===== config.mk =====
export PLATFORM = sky130hd
export DESIGN_NAME = wb_reg_arbiter
export DESIGN_NICKNAME = d
export VERILOG_FILES = /design/src/rtl/wb_arb_pkg.sv /design/src/rtl/wb_arb_rr.sv /design/src/rtl/wb_reg_arbiter.sv
export SDC_FILE = /design/constraint.sdc
export NUM_CORES = 1
export LEC_CHECK = 0
export CAP_MARGIN = 15
export CORE_AREA = 2 2 98 100
export DETAILED_ROUTE_END_ITERATION = 7
export DIE_AREA = 0 0 100 102
export HOLD_SLACK_MARGIN = 0.1
export PLACE_DENSITY = 0.65
export SLEW_MARGIN = 40
export SYNTH_ARGS = -nofsm -noshare
export SYNTH_HDL_FRONTEND = slang
export SYNTH_SLANG_ARGS = --single-unit

===== constraint.sdc =====
create_clock -name WBs_CLK_i -period 1.75 [get_ports WBs_CLK_i]
set_clock_uncertainty 0.2 [all_clocks]
set_input_delay 0.175 -clock WBs_CLK_i [delete_from_list [all_inputs] [get_ports WBs_CLK_i]]
set_output_delay 0.175 -clock WBs_CLK_i [all_outputs]
set_load 0.03 [all_outputs]

===== src/rtl/wb_arb_pkg.sv =====
`default_nettype none
// ============================================================================
//  Module      : wb_arb_pkg
//  Description : Shared types and constants for the two-master Wishbone
//                register-bus arbiter: FSM state encoding, one-hot grant
//                encodings, default parameter values and a priority helper.
//  Revision    : 1.0  initial release
// ============================================================================
package wb_arb_pkg;

  // Arbiter FSM states
  typedef enum logic [1:0] {
    ST_IDLE = 2'd0,
    ST_BUSY = 2'd1,
    ST_DONE = 2'd2
  } arb_state_e;

  // One-hot grant encodings; bit 0 is the AHB bridge, bit 1 the local master
  localparam logic [1:0] GNT_NONE = 2'b00;
  localparam logic [1:0] GNT_M0   = 2'b01;
  localparam logic [1:0] GNT_M1   = 2'b10;

  // Default configuration values
  localparam int          DEF_ADDRWIDTH  = 10;
  localparam int          DEF_DATAWIDTH  = 32;
  localparam int          DEF_TMO_CYCLES = 16;
  localparam logic [31:0] DEF_TMO_DATA   = 32'hDEAD_0E0E;

  // Priority after a completed transfer: it always moves to the master that
  // was not just served (0 = M0 holds priority, 1 = M1 holds priority).
  function automatic logic prio_after(input logic [1:0] served);
    return (served == GNT_M0);
  endfunction

endpackage : wb_arb_pkg
`default_nettype wire


===== src/rtl/wb_arb_rr.sv =====
`default_nettype none
// ============================================================================
//  Module      : wb_arb_rr
//  Description : Two-way round-robin picker. A lone requester always wins;
//                on a tie the current priority holder wins. Purely
//                combinational, output is one-hot or zero.
//  Revision    : 1.0  initial release
// ============================================================================
module wb_arb_rr
  import wb_arb_pkg::*;
(
  input  logic [1:0] req,   // bit 0 = M0 request, bit 1 = M1 request
  input  logic       prio,  // 0 = M0 holds priority, 1 = M1 holds priority
  output logic [1:0] gnt    // one-hot pick, GNT_NONE when nobody asks
);

  // Pick the winner from the request pattern and the priority holder
  always_comb begin
    gnt = GNT_NONE;
    case (req)
      2'b01:   gnt = GNT_M0;
      2'b10:   gnt = GNT_M1;
      2'b11:   gnt = prio ? GNT_M1 : GNT_M0;
      default: gnt = GNT_NONE;
    endcase
  end

endmodule : wb_arb_rr
`default_nettype wire


===== src/rtl/wb_reg_arbiter.sv =====
`default_nettype none
// ============================================================================
//  Module      : wb_reg_arbiter
//  Description : Two-master Wishbone arbiter in front of a shared register
//                slave. M0 is the AHB bridge, M1 the local master. One
//                transfer at a time: IDLE samples requests, BUSY passes the
//                granted master straight through to the slave, DONE inserts
//                one dead cycle. Round-robin priority rotates on completion.
//  Options     : WB_ARB_TIMEOUT_EN - adds an 8-bit BUSY-cycle watchdog that
//                terminates a stuck transfer with ACK+ERR and TMO_DATA and
//                sets a sticky status flag.
//  Revision    : 1.0  initial release
// ============================================================================
module wb_reg_arbiter
  import wb_arb_pkg::*;
#(
  parameter int                   ADDRWIDTH  = DEF_ADDRWIDTH,
  parameter int                   DATAWIDTH  = DEF_DATAWIDTH,
  parameter int                   TMO_CYCLES = DEF_TMO_CYCLES,
  parameter logic [DATAWIDTH-1:0] TMO_DATA   = DATAWIDTH'(DEF_TMO_DATA)
) (
  input  logic                 WBs_CLK_i,
  input  logic                 WBs_RST_i,

  // Master 0 (AHB bridge)
  input  logic [ADDRWIDTH-1:0] M0_ADR_i,
  input  logic                 M0_CYC_i,
  input  logic                 M0_STB_i,
  input  logic                 M0_WE_i,
  input  logic [3:0]           M0_BYTE_STB_i,
  input  logic [DATAWIDTH-1:0] M0_DAT_i,
  output logic [DATAWIDTH-1:0] M0_DAT_o,
  output logic                 M0_ACK_o,
  output logic                 M0_ERR_o,

  // Master 1 (local master)
  input  logic [ADDRWIDTH-1:0] M1_ADR_i,
  input  logic                 M1_CYC_i,
  input  logic                 M1_STB_i,
  input  logic                 M1_WE_i,
  input  logic [3:0]           M1_BYTE_STB_i,
  input  logic [DATAWIDTH-1:0] M1_DAT_i,
  output logic [DATAWIDTH-1:0] M1_DAT_o,
  output logic                 M1_ACK_o,
  output logic                 M1_ERR_o,

  // Shared register-slave bus
  output logic [ADDRWIDTH-1:0] S_ADR_o,
  output logic                 S_CYC_o,
  output logic                 S_STB_o,
  output logic                 S_WE_o,
  output logic [3:0]           S_BYTE_STB_o,
  output logic [DATAWIDTH-1:0] S_DAT_o,
  input  logic [DATAWIDTH-1:0] S_DAT_i,
  input  logic                 S_ACK_i,

  // Status
  output logic [1:0]           Gnt_o,
  output logic                 Tmo_Sticky_o,
  input  logic                 Tmo_Clr_i
);

  arb_state_e state;
  arb_state_e state_nxt;
  logic [1:0] gnt_q;
  logic [1:0] gnt_nxt;
  logic       prio_q;
  logic       prio_nxt;

  logic [1:0] req;
  logic [1:0] pick;
  logic       busy;
  logic       sel_m1;
  logic       own_cyc;
  logic       tmo_hit;
  logic       xfer_ack;
  logic       xfer_tmo;
  logic       ack_out;
  logic       err_out;
  logic [DATAWIDTH-1:0] rdata;

  assign req     = {M1_CYC_i & M1_STB_i, M0_CYC_i & M0_STB_i};
  assign busy    = (state == ST_BUSY);
  assign sel_m1  = gnt_q[1];
  assign own_cyc = sel_m1 ? M1_CYC_i : M0_CYC_i;

  wb_arb_rr u_rr (
    .req  (req),
    .prio (prio_q),
    .gnt  (pick)
  );

  // State, grant and priority registers
  always_ff @(posedge WBs_CLK_i) begin
    if (!WBs_RST_i) begin
      state  <= ST_IDLE;
      gnt_q  <= GNT_NONE;
      prio_q <= 1'b0;
    end else begin
      state  <= state_nxt;
      gnt_q  <= gnt_nxt;
      prio_q <= prio_nxt;
    end
  end

  // Next-state logic: sample requests in IDLE, finish BUSY on abandon,
  // slave ACK or watchdog expiry (ACK beats the watchdog), one DONE cycle
  always_comb begin
    state_nxt = state;
    gnt_nxt   = gnt_q;
    prio_nxt  = prio_q;
    xfer_ack  = 1'b0;
    xfer_tmo  = 1'b0;
    case (state)
      ST_IDLE: begin
        if (|req) begin
          gnt_nxt   = pick;
          state_nxt = ST_BUSY;
        end
      end
      ST_BUSY: begin
        if (!own_cyc) begin
          state_nxt = ST_DONE;
          gnt_nxt   = GNT_NONE;
          prio_nxt  = prio_after(gnt_q);
        end else if (S_ACK_i) begin
          xfer_ack  = 1'b1;
          state_nxt = ST_DONE;
          gnt_nxt   = GNT_NONE;
          prio_nxt  = prio_after(gnt_q);
        end else if (tmo_hit) begin
          xfer_tmo  = 1'b1;
          state_nxt = ST_DONE;
          gnt_nxt   = GNT_NONE;
          prio_nxt  = prio_after(gnt_q);
        end
      end
      ST_DONE: begin
        state_nxt = ST_IDLE;
        gnt_nxt   = GNT_NONE;
      end
      default: begin
        state_nxt = ST_IDLE;
        gnt_nxt   = GNT_NONE;
      end
    endcase
  end

`ifdef WB_ARB_TIMEOUT_EN
  localparam logic [7:0] TMO_LAST = 8'(TMO_CYCLES - 1);

  logic [7:0] tmo_cnt;
  logic       sticky_q;

  assign tmo_hit      = busy & (tmo_cnt == TMO_LAST);
  assign Tmo_Sticky_o = sticky_q;

  // BUSY-cycle counter; held at zero outside BUSY so every entry starts at 0
  always_ff @(posedge WBs_CLK_i) begin
    if (!WBs_RST_i) begin
      tmo_cnt <= 8'd0;
    end else if (!busy) begin
      tmo_cnt <= 8'd0;
    end else begin
      tmo_cnt <= tmo_cnt + 8'd1;
    end
  end

  // Sticky timeout flag; a new timeout wins over a clear in the same cycle
  always_ff @(posedge WBs_CLK_i) begin
    if (!WBs_RST_i) begin
      sticky_q <= 1'b0;
    end else if (xfer_tmo) begin
      sticky_q <= 1'b1;
    end else if (Tmo_Clr_i) begin
      sticky_q <= 1'b0;
    end
  end
`else
  // Without the watchdog BUSY waits for the slave forever
  logic [8:0] unused_tmo_cfg;

  assign tmo_hit        = 1'b0;
  assign Tmo_Sticky_o   = 1'b0;
  assign unused_tmo_cfg = {Tmo_Clr_i, 8'(TMO_CYCLES)};
`endif

  // Completion is suppressed while reset is low so an aborted transfer
  // never reaches a master
  assign ack_out = (xfer_ack | xfer_tmo) & WBs_RST_i;
  assign err_out = xfer_tmo & WBs_RST_i;
  assign rdata   = xfer_tmo ? TMO_DATA : S_DAT_i;

  assign M0_ACK_o = ack_out & gnt_q[0];
  assign M1_ACK_o = ack_out & gnt_q[1];
  assign M0_ERR_o = err_out & gnt_q[0];
  assign M1_ERR_o = err_out & gnt_q[1];
  assign M0_DAT_o = M0_ACK_o ? rdata : '0;
  assign M1_DAT_o = M1_ACK_o ? rdata : '0;

  // Slave bus follows the granted master only while BUSY
  assign S_CYC_o      = busy & (sel_m1 ? M1_CYC_i : M0_CYC_i);
  assign S_STB_o      = busy & (sel_m1 ? M1_STB_i : M0_STB_i);
  assign S_WE_o       = busy & (sel_m1 ? M1_WE_i  : M0_WE_i);
  assign S_ADR_o      = busy ? (sel_m1 ? M1_ADR_i      : M0_ADR_i)      : '0;
  assign S_BYTE_STB_o = busy ? (sel_m1 ? M1_BYTE_STB_i : M0_BYTE_STB_i) : 4'h0;
  assign S_DAT_o      = busy ? (sel_m1 ? M1_DAT_i      : M0_DAT_i)      : '0;

  assign Gnt_o = busy ? gnt_q : GNT_NONE;

endmodule : wb_reg_arbiter
`default_nettype wire

# [Word level (Yosys, flattened, before mapping)]
# Index checks and enable logic that the tools add are counted.
[totals] register_bits=5 inputBits=134 out_inout_bits=120 word_cells=50
[classes] eq_ne=8 n_mux=27 bitwise_logic=8 n_reduce_logical=4
[ops] op="$mux 32" n=4
[ops] op="$mux 10" n=2
[ops] op="$mux 2" n=8
[ops] op="$and 1x1->1" n=8
[ops] op="$mux 1" n=8
[ops] op="$mux 4" n=2
[ops] op="$pmux 2 s2" n=2
[ops] op="$eq 2x1->1 const B" n=3
[ops] op="$pmux 2 s3" n=1
[ops] op="$eq 2x2->1 const B" n=2
[ops] op="$ne 2x2->1 const B" n=2
[ops] op="$reduce_and 2->1" n=2
[ops] op="$ne 3x3->1 const B" n=1
[ops] op="$logic_not 2->1" n=1
[ops] op="$reduce_or 2->1" n=1

# [Longest topological paths before layout]
[depth] word_depth=6 ltp_mapped=5 depth_no_buf=3

# [Hierarchy]
# From an unflattened synthesis, not the netlist that was laid out.
[hier_totals] hier_cells=219 hier_area_um2=1495.2
[modules_own_cells] mod="wb_reg_arbiter" instances=1 cells_per_inst=216 area_per_inst_um2=1476.4 seq_area_each_um2=100.1
[modules_own_cells] mod="wb_arb_rr" instances=1 cells_per_inst=3 area_per_inst_um2=18.8 seq_area_each_um2=0.0

# [Worst setup path before layout]
# Ideal clock, no wire load.
[synth_timing] path_kind="register to output" start="reg state[1]" end="out M0_DAT_o[22]" t_arrival_ns=1.513 required_ns=1.375 setup_slack_ns=-0.138 stages_incl_launch_ff=6 path_buffers=2 cell_sequence="dfxtp_1 > nand2b_1 > buf_2 > nor4_4 > buf_6 > and2_1"
[synth_via] elab_chain_len=5
[synth_rtl] element="start, declared" line="wb_reg_arbiter.sv:63" source="arb_state_e state;"
[synth_rtl] element="start signal, assigned" line="wb_reg_arbiter.sv:100" source="state <= state_nxt;"
[synth_rtl] element="$eq 2x1->1" line="wb_reg_arbiter.sv:114" source="case (state)"
[synth_rtl] element="$mux 1" line="wb_reg_arbiter.sv:114"
[synth_rtl] element="$and 1x1->1" line="wb_reg_arbiter.sv:190" source="assign ack_out = (xfer_ack | xfer_tmo) & WBs_RST_i;"
[synth_rtl] element="$and 1x1->1" line="wb_reg_arbiter.sv:194" source="assign M0_ACK_o = ack_out & gnt_q[0];"
[synth_rtl] element="net M0_ACK_o" line="wb_reg_arbiter.sv:33" source="output logic M0_ACK_o,"
[synth_rtl] element="$mux 32" line="wb_reg_arbiter.sv:198" source="assign M0_DAT_o = M0_ACK_o ? rdata : '0;"
[synth_rtl] element="end, declared" line="wb_reg_arbiter.sv:32" source="output logic [DATAWIDTH-1:0] M0_DAT_o,"
# The timed path passes the listed nets, and every way through them passes these cells.

# [Worst setup path in the final report]
[layout_timing] start="reg gnt_q[1]" end="out M1_DAT_o[9]"
[layout_via] elab_chain_len=6
[layout_rtl] element="start, declared" line="wb_reg_arbiter.sv:65" source="logic [1:0] gnt_q;"
[layout_rtl] element="start signal, assigned" line="wb_reg_arbiter.sv:101" source="gnt_q <= gnt_nxt;"
[layout_rtl] element="$mux 1" line="wb_reg_arbiter.sv:85" source="assign own_cyc = sel_m1 ? M1_CYC_i : M0_CYC_i;"
[layout_rtl] element="$mux 1" line="wb_reg_arbiter.sv:122" source="if (!own_cyc) begin"
[layout_rtl] element="$mux 1" line="wb_reg_arbiter.sv:114"
[layout_rtl] element="$and 1x1->1" line="wb_reg_arbiter.sv:190"
[layout_rtl] element="$and 1x1->1 (*)" line="wb_reg_arbiter.sv:195" source="assign M1_ACK_o = ack_out & gnt_q[1];"
[layout_rtl] element="$mux 32 (*)" line="wb_reg_arbiter.sv:199" source="assign M1_DAT_o = M1_ACK_o ? rdata : '0;"
[layout_rtl] element="end, declared" line="wb_reg_arbiter.sv:43" source="output logic [DATAWIDTH-1:0] M1_DAT_o,"
# Mark *: on every way between the ends. The rest lies on a longest branch, timed or not.

==> metrics.cfg <==
[worst_setup_path]
cp_data_required_time_ps = 1370
start_kind = flop
max_stage_delay_ps = 350
crit_fanout = 8
critical_path.endpoint_type = primary output
cp_cell_sequence = mux2i_4 -> nor4_4 -> buf_6 -> clkbuf_16 -> and2_2 -> buf_6
crit_buf_inv = 3
crit_top_cell = buf_6
path_delay_family = buffers and inverters
cpMaxStageDelayCell = dfxtp_4
crit_arrival_ps = 1620
worstSetupPathType = reg -> out

[detailed_routing]
drc = 0
first_iter_violations = 17
drt-total-wl_mm = 9.42
via_count = 2520
wl_per_cell_um = 16.0
via_per_inst = 4.28
drt_pass1_iterations = 5
drtAntennaViolNets = 0

[floorplanning]
num_rows = 35
initial_core_util_pct = 17.0
die_w_um = 100
die_h_um = 102
ioPinCount = 254
core_area_um2 = 9110
die-area_um2 = 10200

[global_routing]
antenna_found_initial = 0
grt_pass1_vias = 2360
grt_overflow = 0
grt_usage_pct = 14.1
grt_pass1_wl_mm = 11.7
grt_max_degree = 39

[timing]
hold_viol = 0
rsz0062_at_grt = true
setup_viol = 113
finalCritPeriodShare_pct = 114
period_needed_ps = 2000
whs_ps = 280
worst_slack_ps = -247
slew_violations = 0
fmax_mhz = 501

[layout]
final_cell_mix = clkdlybuf4s50_1, buf_6, and2_4
syn2layout_area_growth_pct = 201
nNetsFinal = 613
antenna_cells = 0
final_common_cell = clkdlybuf4s50_1
drive_gt1_share_pct = 47.5

[clocking]
cts_buffer_depth = 2
numCtsBuffers = 3
cts_tree = yes
htree_levels = 1
clk_latency_ps = 230
cts_sinks = 5
cts.reportedPaths.clkPinSlew_ps = 40
holdBufCountCts = 0
cts_root_buffer = clkbuf_8

[run]
cap_violations = 0

[logic_synthesis]
syn_inst = 220
yosysWarnings = 0
ys_types = 26
yosys.area.top_type = mux2i_1
syn_area_per_cell_um2 = 7.05
synth_area_um2 = 1550
synth-seq-cells = 5
synth_top_area_share_pct = 32.3
yosysSeqAreaShare_pct = 6.46
synthTopCellsByArea = mux2i_1, and2_1, nor2_1, dfxtp_1, buf_6

[power_and_ir_drop]
clockPowerShare_pct = 12.2
p_seq_share_pct = 7.6
internal_power_w = 0.00104
pwr_density_cell_nw_per_um2 = 395
leakagePower_nw = 2.08
netSwitchingPower_w = 0.000802
combPwrFrac_pct = 80.2
ir_drop_v = 0.000279
swShare_pct = 43.6

[place]
place_congestion = 0.828
dp_hpwl_mm = 6.92
port_buffers = 249
place_worst_setup_slack_ps = -293

[status]
failed_checks = setup timing
status = complete, but fails checks

[hold_path]
hold_class = reg -> reg

## synth_stat cells (all sizes together)
| cell type | count |
|---|---|
| a211oi | 1 |
| nor3 | 1 |
| and3 | 2 |
| a2bb2oi | 1 |
| conb | 1 |
| or3b | 1 |
| dfxtp | 5 |
| o31a | 1 |
| o21a | 1 |
| nor4 | 3 |
| inv | 3 |
| mux2i | 51 |
| o211ai | 1 |
| nor2 | 54 |
| nand2 | 4 |
| nand2b | 1 |
| nand3 | 1 |
| and2 | 64 |
| o21bai | 1 |
| clkbuf | 6 |
| a21boi | 1 |
| buf | 16 |
## worst reg2reg max path, delay by kind of cell, from the launching register on
family	cells	cell delay, ps
mux	2	520
flops	1	360
buf+inv	2	270
compound gates	1	200
## metrics by stage
step | instance area [um2] | total power [W] | instances | util, % | setup TNS [ps]
3_3_place_gp | 4020 | 0.00146 | 572 | 44.1 | -16420
5_1_grt | 4660 | 0.00193 | 589 | 51.2 | -21780
3_5_place_dp | 4020 | 0.00147 | 572 | 44.1 | -17750
2_1_floorplan | 1680 | 0.000872 | 222 | - | -335
6_report | 4660 | 0.00184 | 589 | 51.2 | -16740
4_1_cts | 4340 | 0.00174 | 576 | 47.7 | -14880
## worst paths after layout
path / cells past startpoint / end / slack (ps) / start
max: 6 / M1_DAT_o[9] / -250 / gnt_q[1]
min: 2 / prio_q / 280 / prio_q
max reg2reg: 5 / gnt_q[1] / 120 / gnt_q[1]
min reg2reg: 2 / prio_q / 280 / prio_q
## routing by layer
layer | up-vias | routed length (um) | GRT usage, %
met3 | 4 | 784 | 3.35
met2 | 147 | 5340 | 29.4
met5 | - | 0 | 0
li1 | 1230 | - | -
met4 | 0 | 31 | 1.90
met1 | 1139 | 3270 | 14.6
## power by group through the flow
stage	registers (W)	logic, W	clock network (W)
detailed placement	0.000140	0.00133	0
CTS	0.000144	0.00137	0.000226
finish	0.000140	0.00148	0.000224
global route	0.000141	0.00156	0.000227
floorplan	0.000135	0.000737	0
global placement	0.000140	0.00132	0
## kinds of logic (layout without fill, tap and decap cells)
family	Yosys count	count (layout)	share of synthesized area [%]
AO/OA/AOI/OAI	7	7	3.55
other	1	3	0.242
flip-flops	5	5	6.46
AND/OR/NAND/NOR	131	131	45.4
multiplexers	51	51	33.7
buffers and inverters	25	281	10.6
## repair_timing
item                                    CTS  global route
cloned                                    0             9
pin swaps                                 2            26
resized for setup                        77            50
endpoints found under the setup margin  115           105
setup buffers                             0             4
## sequential cells by signal, summed over array words and instances (netlist names)
signal and flops:
gnt_q 2, state 2, prio_q 1
## final cells by class
type	instances	area, um2
multi-input combinational	192	1490
fill	837	4450
timing repair buffer	274	2870
tap	111	139
sequential	5	104
clock buffer	4	45.0
inverter	3	11.3
Power figures use the tool's default switching activity.
